[src/rtl/tt_slot_mux_pkg.sv]
`default_nettype none
// ============================================================================
// Module   : tt_slot_mux_pkg
// Brief    : Shared types and packed-bus field positions for the slot mux.
// Revision : 1.0 - initial release
// ============================================================================
package tt_slot_mux_pkg;

    // Hand-over sequencer states
    typedef enum logic [2:0] {
        ST_IDLE    = 3'd0,
        ST_QUIESCE = 3'd1,
        ST_SWITCH  = 3'd2,
        ST_HOLD    = 3'd3,
        ST_ACTIVE  = 3'd4
    } state_t;

    // Packed bus widths
    localparam int IW_W = 18;
    localparam int OW_W = 24;

    // iw = {uio_in, ui_in, rst_n, clk}
    localparam int IW_CLK     = 0;
    localparam int IW_RSTN    = 1;
    localparam int IW_UI_LSB  = 2;
    localparam int IW_UIO_LSB = 10;

    // ow = {uio_oe, uio_out, uo_out}
    localparam int OW_UO_LSB  = 0;
    localparam int OW_UIO_LSB = 8;
    localparam int OW_OE_LSB  = 16;

    // True when an address names an existing slot
    function automatic logic addr_in_range(input int addr, input int num_proj);
        return (addr < num_proj);
    endfunction

endpackage
`default_nettype wire

[src/rtl/tt_slot_mux_seq.sv]
`default_nettype none
// ============================================================================
// Module   : tt_slot_mux_seq
// Brief    : Select-command sequencer: quiesce -> switch -> held reset ->
//            active. Owns the pending/current slot address and the two
//            route flags (slot enabled, slot reset released).
// Revision : 1.0 - initial release
// ============================================================================
module tt_slot_mux_seq
    import tt_slot_mux_pkg::*;
#(
    parameter int NUM_PROJ   = 16,
    parameter int ADDR_W     = 4,
    parameter int GAP_CYCLES = 2,
    parameter int RST_CYCLES = 4
) (
    input  logic              clk,
    input  logic              rst,
    input  logic              i_sel_valid,
    input  logic [ADDR_W-1:0] i_sel_addr,
    output logic              o_sel_ready,
    output logic              o_sel_err,
    output logic              o_active,
    output logic [ADDR_W-1:0] o_cur_addr,
    output logic              o_route_ena,
    output logic              o_route_rel
);

    // One counter serves both timed phases; it only ever counts up to the
    // last cycle of the phase and then leaves, so it cannot wrap.
    localparam int c_CNT_MAX = (GAP_CYCLES > RST_CYCLES) ? GAP_CYCLES : RST_CYCLES;
    localparam int c_CNT_W   = (c_CNT_MAX > 1) ? $clog2(c_CNT_MAX) : 1;
    localparam logic [c_CNT_W-1:0] c_GAP_LAST = c_CNT_W'(GAP_CYCLES - 1);
    localparam logic [c_CNT_W-1:0] c_RST_LAST = c_CNT_W'(RST_CYCLES - 1);

    state_t              r_state;
    logic [c_CNT_W-1:0]  r_cnt;
    logic [ADDR_W-1:0]   r_pend;
    logic [ADDR_W-1:0]   r_cur;
    logic                r_ready;
    logic                r_err;
    logic                r_active;
    logic                r_ena;
    logic                r_rel;

    // Sequencer with all outputs registered alongside the state
    always_ff @(posedge clk or posedge rst) begin
        if (rst) begin
            r_state  <= ST_IDLE;
            r_cnt    <= '0;
            r_pend   <= '0;
            r_cur    <= '0;
            r_ready  <= 1'b1;
            r_err    <= 1'b0;
            r_active <= 1'b0;
            r_ena    <= 1'b0;
            r_rel    <= 1'b0;
        end else begin
            r_err <= 1'b0;
            case (r_state)
                ST_IDLE: begin
                    if (i_sel_valid) begin
                        r_pend  <= i_sel_addr;
                        r_ready <= 1'b0;
                        r_state <= ST_SWITCH;
                        // error flag lines up with the SWITCH cycle
                        r_err   <= !addr_in_range(int'(i_sel_addr), NUM_PROJ);
                    end
                end
                ST_ACTIVE: begin
                    if (i_sel_valid) begin
                        r_pend   <= i_sel_addr;
                        r_ready  <= 1'b0;
                        r_active <= 1'b0;
                        r_ena    <= 1'b0;
                        r_rel    <= 1'b0;
                        r_cnt    <= '0;
                        r_state  <= ST_QUIESCE;
                    end
                end
                ST_QUIESCE: begin
                    if (r_cnt == c_GAP_LAST) begin
                        r_state <= ST_SWITCH;
                        r_err   <= !addr_in_range(int'(r_pend), NUM_PROJ);
                    end else begin
                        r_cnt <= r_cnt + c_CNT_W'(1);
                    end
                end
                ST_SWITCH: begin
                    if (!addr_in_range(int'(r_pend), NUM_PROJ)) begin
                        // bad address: drop back to idle, routing untouched
                        r_ready <= 1'b1;
                        r_state <= ST_IDLE;
                    end else begin
                        r_cur   <= r_pend;
                        r_ena   <= 1'b1;
                        r_cnt   <= '0;
                        r_state <= ST_HOLD;
                    end
                end
                ST_HOLD: begin
                    if (r_cnt == c_RST_LAST) begin
                        r_rel    <= 1'b1;
                        r_active <= 1'b1;
                        r_ready  <= 1'b1;
                        r_state  <= ST_ACTIVE;
                    end else begin
                        r_cnt <= r_cnt + c_CNT_W'(1);
                    end
                end
                default: begin
                    r_ready  <= 1'b1;
                    r_active <= 1'b0;
                    r_ena    <= 1'b0;
                    r_rel    <= 1'b0;
                    r_state  <= ST_IDLE;
                end
            endcase
        end
    end

    assign o_sel_ready = r_ready;
    assign o_sel_err   = r_err;
    assign o_active    = r_active;
    assign o_cur_addr  = r_cur;
    assign o_route_ena = r_ena;
    assign o_route_rel = r_rel;

endmodule
`default_nettype wire

[src/rtl/tt_slot_mux.sv]
`default_nettype none
// ============================================================================
// Module   : tt_slot_mux
// Brief    : Hosts NUM_PROJ user-project slots behind one shared pad set.
//            Sequencing lives in tt_slot_mux_seq; this level only gates the
//            pad inputs into the selected slot and muxes its outputs back.
//            Optional macro TT_SLOT_MUX_OUTREG_EN registers the pad outputs.
// Revision : 1.0 - initial release
// ============================================================================
module tt_slot_mux
    import tt_slot_mux_pkg::*;
#(
    parameter int NUM_PROJ   = 16,
    parameter int ADDR_W     = 4,
    parameter int GAP_CYCLES = 2,
    parameter int RST_CYCLES = 4
) (
    input  logic                     clk,
    input  logic                     rst,
    input  logic                     sel_valid,
    input  logic [ADDR_W-1:0]        sel_addr,
    output logic                     sel_ready,
    output logic                     sel_err,
    output logic                     active,
    output logic [ADDR_W-1:0]        cur_addr,
    input  logic                     pad_clk,
    input  logic                     pad_rst_n,
    input  logic [7:0]               pad_ui,
    input  logic [7:0]               pad_uio_in,
    output logic [7:0]               pad_uo_out,
    output logic [7:0]               pad_uio_out,
    output logic [7:0]               pad_uio_oe,
    output logic [NUM_PROJ-1:0]      slot_ena,
    output logic [NUM_PROJ*IW_W-1:0] slot_iw,
    input  logic [NUM_PROJ*OW_W-1:0] slot_ow
);

    logic                w_route_ena;
    logic                w_route_rel;
    logic [NUM_PROJ-1:0] w_slot_sel;
    logic [IW_W-1:0]     w_pad_iw;
    logic [OW_W-1:0]     w_ow_mux;

    tt_slot_mux_seq #(
        .NUM_PROJ   (NUM_PROJ),
        .ADDR_W     (ADDR_W),
        .GAP_CYCLES (GAP_CYCLES),
        .RST_CYCLES (RST_CYCLES)
    ) u_seq (
        .clk         (clk),
        .rst         (rst),
        .i_sel_valid (sel_valid),
        .i_sel_addr  (sel_addr),
        .o_sel_ready (sel_ready),
        .o_sel_err   (sel_err),
        .o_active    (active),
        .o_cur_addr  (cur_addr),
        .o_route_ena (w_route_ena),
        .o_route_rel (w_route_rel)
    );

    // Pad inputs packed into iw; rst_n held low until the release flag rises
    always_comb begin
        w_pad_iw                     = '0;
        w_pad_iw[IW_CLK]             = pad_clk;
        w_pad_iw[IW_RSTN]            = pad_rst_n & w_route_rel;
        w_pad_iw[IW_UI_LSB +: 8]     = pad_ui;
        w_pad_iw[IW_UIO_LSB +: 8]    = pad_uio_in;
    end

    // Per-slot gating: pad_clk reaches a slot only through AND gates driven
    // by registered flags, never through a flop of its own.
    for (genvar k = 0; k < NUM_PROJ; k++) begin : g_slot
        assign w_slot_sel[k]              = w_route_ena && (cur_addr == ADDR_W'(k));
        assign slot_ena[k]                = w_slot_sel[k];
        assign slot_iw[k*IW_W +: IW_W]    = w_pad_iw & {IW_W{w_slot_sel[k]}};
    end

    // AND-OR output mux; no slot selected gives all zeros
    always_comb begin
        w_ow_mux = '0;
        for (int k = 0; k < NUM_PROJ; k++) begin
            w_ow_mux = w_ow_mux | (slot_ow[k*OW_W +: OW_W] & {OW_W{w_slot_sel[k]}});
        end
    end

`ifdef TT_SLOT_MUX_OUTREG_EN
    logic [7:0] r_uo_out;
    logic [7:0] r_uio_out;
    logic [7:0] r_uio_oe;

    // Registered pad outputs: one clk of extra latency
    always_ff @(posedge clk or posedge rst) begin
        if (rst) begin
            r_uo_out  <= '0;
            r_uio_out <= '0;
            r_uio_oe  <= '0;
        end else begin
            r_uo_out  <= w_ow_mux[OW_UO_LSB  +: 8];
            r_uio_out <= w_ow_mux[OW_UIO_LSB +: 8];
            r_uio_oe  <= w_ow_mux[OW_OE_LSB  +: 8];
        end
    end

    assign pad_uo_out  = r_uo_out;
    assign pad_uio_out = r_uio_out;
    assign pad_uio_oe  = r_uio_oe;
`else
    assign pad_uo_out  = w_ow_mux[OW_UO_LSB  +: 8];
    assign pad_uio_out = w_ow_mux[OW_UIO_LSB +: 8];
    assign pad_uio_oe  = w_ow_mux[OW_OE_LSB  +: 8];
`endif

endmodule
`default_nettype wire
[config.mk]
export PLATFORM = sky130hd
export DESIGN_NAME = tt_slot_mux
export DESIGN_NICKNAME = d
export VERILOG_FILES = /design/src/rtl/tt_slot_mux_pkg.sv /design/src/rtl/tt_slot_mux_seq.sv /design/src/rtl/tt_slot_mux.sv
export SDC_FILE = /design/constraint.sdc
export NUM_CORES = 1
export LEC_CHECK = 0
export CAP_MARGIN = 40
export CORE_AREA = 4 4 288 290
export DETAILED_ROUTE_END_ITERATION = 10
export DIE_AREA = 0 0 292 294
export PLACE_DENSITY = 0.31
export SETUP_SLACK_MARGIN = 0.02
export SYNTH_ARGS = -nofsm -noshare
export SYNTH_HDL_FRONTEND = slang
export SYNTH_SLANG_ARGS = --single-unit
[constraint.sdc]
create_clock -name clk -period 4.3 [get_ports clk]
set_input_delay 0.43 -clock clk [delete_from_list [all_inputs] [get_ports clk]]
set_output_delay 0.43 -clock clk [all_outputs]
set_load 0.02 [all_outputs]
* After elaboration in Yosys (flattened, before gate mapping)
Cells that the tools add are included.
Storage, ports and cells: bits in writable memories 0, memory bits (read-only) 0, flip-flop bits (word level) 16, output and inout port bits 335, memories 0, word-level logic and storage cells 130, latch bits 0, input port bits 409
Cells by class: multipliers 0, equal/unequal tests 28, mux-type cells 14, add/subtract/negate cells 1, shifts and indexed selects 0, reductions and logical operators 29, div/mod/pow operators 0, bitwise gates (word level) 51, order comparisons 0
Operator list (number):
- 24-bit bitwise AND | 16
- 24-bit OR | 15
- 18-bit bitwise AND | 16
- 4-bit equality test (second input constant) | 8
- 4-bit by 3-bit equality test with 1-bit output (second input constant) | 4
- 1-bit logical AND | 16
- 3-bit case mux with 5 select lines | 1
- 3-bit 2-to-1 mux | 4
- 1-bit case mux with 3 select lines | 3
- 4-bit by 2-bit equality test with 1-bit output (second input constant) | 2
- 2-bit != test (second input constant) | 4
- 2-bit case mux with 4 select lines | 1
- 4-bit AND reduction | 2
- 3-bit by 2-bit equality test with 1-bit output (second input constant) | 2
- 2-bit 2-to-1 mux | 3
- 2-bit by 1-bit != test with 1-bit output (second input constant) | 3
- 3-bit AND reduction | 2
- 3-bit OR reduction | 2
- 4-bit by 1-bit equality test with 1-bit output (second input constant) | 1
- 4-bit zero test | 1
- 2-bit AND reduction | 2
- 4-bit nonzero test | 1
- 2-bit OR reduction | 2
- 3-bit by 1-bit equality test with 1-bit output (second input constant) | 1
- other kinds (8) | 11

* Longest topological paths before layout
depth after elaboration 18, gate-level depth with buffers 8, depth with buffers taken out 6

* Modules after synthesis
Synthesis repeated with hierarchy kept, for this count alone.
Second synthesis, totals: cell total of the unflattened synthesis 851, area total of the unflattened synthesis 6173.4 um2
Modules (own cells, without submodules):
- tt_slot_mux | cells each 787, times used 1, area each 5367.6 um2, sequential area each 0.0 um2
- tt_slot_mux_seq | cells each 64, times used 1, area each 805.8 um2, sequential area each 401.6 um2

* Worst setup path before layout
OpenSTA, ideal clock, no wires.
kind flip-flop to output port, start point reg u_seq.r_cur[0], in the netlist u_seq.o_cur_addr[0], end point out pad_uio_out[6], stages on the path, launching flop included 7, path slack 1.914 ns, buffers on the path 2, data required time 3.870 ns, arrival time 1.956 ns, cell sequence dfrtp_1 > buf_4 > or2_1 > buf_2 > nor2_1 > a221oi_1 > nand4_1
On the way: elaborated cells on any way between the ends 63, those cells by class eq/ne (15); bitwise (31); reduce/logical (17)
RTL lines:
- start, declared | line tt_slot_mux_seq.sv:39 | logic [ADDR_W-1:0] r_cur;
- start signal, assigned | line tt_slot_mux_seq.sv:95 | r_cur <= r_pend;
- 4-bit by 3-bit equality test with 1-bit output | line tt_slot_mux.sv:74 | assign w_slot_sel[k] = w_route_ena && (cur_addr == ADDR_W'(k));
- 1-bit logical AND | line tt_slot_mux.sv:74
- net slot_ena[6] | line tt_slot_mux.sv:33 | output logic [NUM_PROJ-1:0] slot_ena,
- 24-bit bitwise AND | line tt_slot_mux.sv:83 | w_ow_mux = w_ow_mux | (slot_ow[k*OW_W +: OW_W] & {OW_W{w_slot_sel[k]}});
- 24-bit OR (10 in a row) | line tt_slot_mux.sv:83
- end, declared | line tt_slot_mux.sv:31 | output logic [7:0] pad_uio_out,
The timed path passes the listed nets, and every way through them passes these cells.

* Final worst setup path
start point reg u_seq.r_cur[3], in the netlist u_seq.o_cur_addr[3], end point out pad_uo_out[0]
On the way: longest elaborated chain between the ends 18, elaborated cells on any way between the ends 63, those cells by class eq/ne (15); bitwise (31); reduce/logical (17)
Ends and longest elaborated chain:
- 4-bit by 1-bit equality test with 1-bit output / 4-bit zero test (equally long branches) | line tt_slot_mux.sv:74
- 1-bit logical AND | line tt_slot_mux.sv:74
- 24-bit bitwise AND | line tt_slot_mux.sv:83
- 24-bit OR (14 in a row) | line tt_slot_mux.sv:83
- 24-bit OR * | line tt_slot_mux.sv:83
- end, declared | line tt_slot_mux.sv:30 | output logic [7:0] pad_uo_out,
Every way passes the cells marked *; elsewhere a longest branch is shown, timed or not.

==> metrics.txt <==
Via density=3.97; CTS resizes=0; setup_tns=0 ns; Final Hold Fails=0; Die H=294 um; critical path peak fanout=28; data required time of the worst path=3.87 ns; Net Count, Synth=1296; Mean Syn Cell Area=6.93 um^2; initial core utilization=0.0764; PD cells=496 nW/um^2; worst setup path end=pad_uo_out[0]; maxcap violations=0; kind of critical path=flop to output port; Reg area=410 um^2; Seq/Total Area, Yosys=0.0655; via count=10400; Post-synth EDFFs=0; Final setup viols=0; Max Slew Vio Count=0; internal power=3.10 mW; switching power total=4.34 mW; CTS Buffer Depth=2; nets=1958; GP Congestion=0.815; area occupied by multi-input gates=5110 um^2; Synth Instances=885; Reg2Reg Launch Point=u_seq.r_state[1]; cts hold-fix bufs=0; RSZ-0062 raised after global routing=no; Reg clk slew, reported paths=0.06 ns; FF-to-FF End=u_seq.o_cur_addr[2]; total track usage=0.156; synth warn=0; element type at the critical path end=output port; Max VDD drop=236 uV; CTS Root Cell=clkbuf_16; 1st-iter DRT viols=392; first-pass GRT wire length=96900 um; critical path arrival=3.45 ns; Synth cell types=58; Placed Cells=2602; most frequent cell after synthesis=and3_1; Final Skew=0.00388 ns; largest area contributor in the netlist=and3_1; Post-route DRC=0; Post-Layout Cell Count=2617; # rows=104; boundary pin count=744; WL/cell=27.6 um; total wire length=72200 um; # fillers=8997; clock sinks=16; status=finished clean; IO buf count=742; Antenna Nets Post-Route=0; share of post-route cells with drive strength above 1=0.0737; Hold Crit Depth=1; grt total ovfl=0; P&R area growth vs syn=145%; #FFs+latches synth=16; Sequential Power Share=0.063; ys async rst share=1.00; worst slew pin tran=0.911 ns; Post-synth top cells=328 x and3_1, 95 x clkbuf_1, 69 x mux2i_1, 29 x buf_2, 26 x a22oi_1; Synth Flop Type=dfrtp_1; Die Area=85800 um^2; Setup crit start kind=flop; Die W=292 um; # Post-CTS Setup Buffers=0; worst skew pair latency=0.25 ns; clock share of power=0.028; core box area=80300 um^2; H-tree Lvls=1; pin count of the biggest net entering global routing=81; initial antenna violation count=21; HPWL reported at the end of detailed placement=59400 um; CTS Buf Count=3; final period utilization=0.902; Hold Crit Class=flop to flop; Tmin final=3.88 ns; top-area cell type share of the netlist area=0.335; switch share=0.583; synth top area cells=and3_1 33%, mux2i_1 11%, dfrtp_1 6.1%; Worst Setup SP=u_seq.o_cur_addr[3]; drt first pass iters=5; maximum clock rate=258 MHz; Combinational Power Share=0.909; vias in the first global route=11400; Register-to-Register Path Depth=3; CTS tree=built; R2R Setup Slk=2.59 ns; slew margin rel.=0.377; Mapped Area=6130 um^2; Pleak=6.30 nW
[routing by layer]
layer  wire length (um)  global-route usage  up-vias
met1              29500               0.185     5059
met5                 48                   0        -
met4               1100              0.0264        8
met3               5970              0.0512       54
li1                   -                   -     4727
met2              35600               0.279      538
[worst min path at each step]
| stage | from | end |
|---|---|---|
| CTS | u_seq.r_pend[0] | u_seq.r_pend[0] |
| global route | u_seq.r_pend[0] | u_seq.o_cur_addr[0] |
| detailed placement | u_seq.r_pend[0] | u_seq.o_cur_addr[0] |
| finish | u_seq.r_pend[0] | u_seq.r_pend[0] |
| floorplan | rst | u_seq.o_cur_addr[0] |
| global placement | u_seq.r_cnt[1] | u_seq.r_cnt[1] |
[critical path: stages, from the launching register on]
cell and delay, ns:
dfrtp_4 0.71, nand2b_1 0.43, nor2_2 0.26, a2111oi_0 0.89
nand3_1 0.25, clkdlybuf4s50_1 0.61
[final cells by class]
cell class / count / area share
well taps: 1060 / 0.0884
repair buffers: 796 / 0.533
multi-input cells: 720 / 0.341
inverters: 10 / 0.00250
diodes: 11 / 0.00183
flip-flops and latches: 16 / 0.0274
clock buffers: 4 / 0.00592
[through the flow]
step	total power, mW	hold WS [ns]	cell area, um^2	worst slack [ns]	utilization
3_3_place_gp	7.34	0.518	14700	0.710	0.183
3_5_place_dp	7.36	0.512	14900	0.695	0.185
4_1_cts	7.60	0.528	15000	0.405	0.187
2_1_floorplan	3.74	0.343	6130	1.91	-
6_report	7.43	0.515	15000	0.419	0.187
5_1_grt	7.94	0.546	15000	0.270	0.187
[cell families (layout without fill, tap and decap cells)]
group / Yosys count / count (layout) / share of synthesized area
other: 1 / 12 / 0.000612
AO/OA/AOI/OAI: 154 / 154 / 0.187
AND/OR/NAND/NOR: 473 / 473 / 0.474
multiplexers: 90 / 90 / 0.160
flip-flops: 16 / 16 / 0.0655
adder cells (fa/ha/maj): 2 / 2 / 0.00408
buffers and inverters: 149 / 810 / 0.109
[power groups by stage]
| stage | logic [mW] | clock network (mW) | registers, mW |
|---|---|---|---|
| floorplan | 3.43 | 0 | 0.309 |
| global placement | 6.88 | 0 | 0.468 |
| detailed placement | 6.89 | 0 | 0.475 |
| CTS | 6.91 | 0.217 | 0.474 |
| global route | 7.23 | 0.223 | 0.490 |
| finish | 6.76 | 0.210 | 0.467 |
[layout by cell type (no fill, tap or decap), types with 3 or more instances in the layout]
master / n
nand4_1: 19
clkbuf_16: 3
or3b_2: 7
mux2_2: 16
a2111oi_0: 18
and3_1: 327
mux2i_1: 69
diode_2: 11
o21ai_0: 15
mux4_2: 5
buf_12: 7
nor3_1: 25
buf_8: 8
a221oi_1: 19
buf_4: 40
nand3b_1: 19
dfrtp_1: 12
nand2_1: 15
inv_1: 10
clkdlybuf4s50_1: 739
a22oi_1: 26
nor2_1: 20
nand4b_1: 4
nand3_1: 8
o22ai_1: 25
o22a_1: 3
nor2_2: 8
a2bb2oi_1: 3
a211oi_1: 3
a22o_1: 11
a21oi_1: 16
[flip-flops by register name, summed over array words and instances (netlist names)]
| name | cells |
|---|---|
| u_seq.o_route_rel | 1 |
| u_seq.o_cur_addr | 4 |
| u_seq.o_sel_ready | 1 |
| u_seq.r_cnt | 2 |
| u_seq.o_route_ena | 1 |
| u_seq.r_pend | 4 |
| u_seq.r_state | 3 |
(Power assumes the default switching activity.)
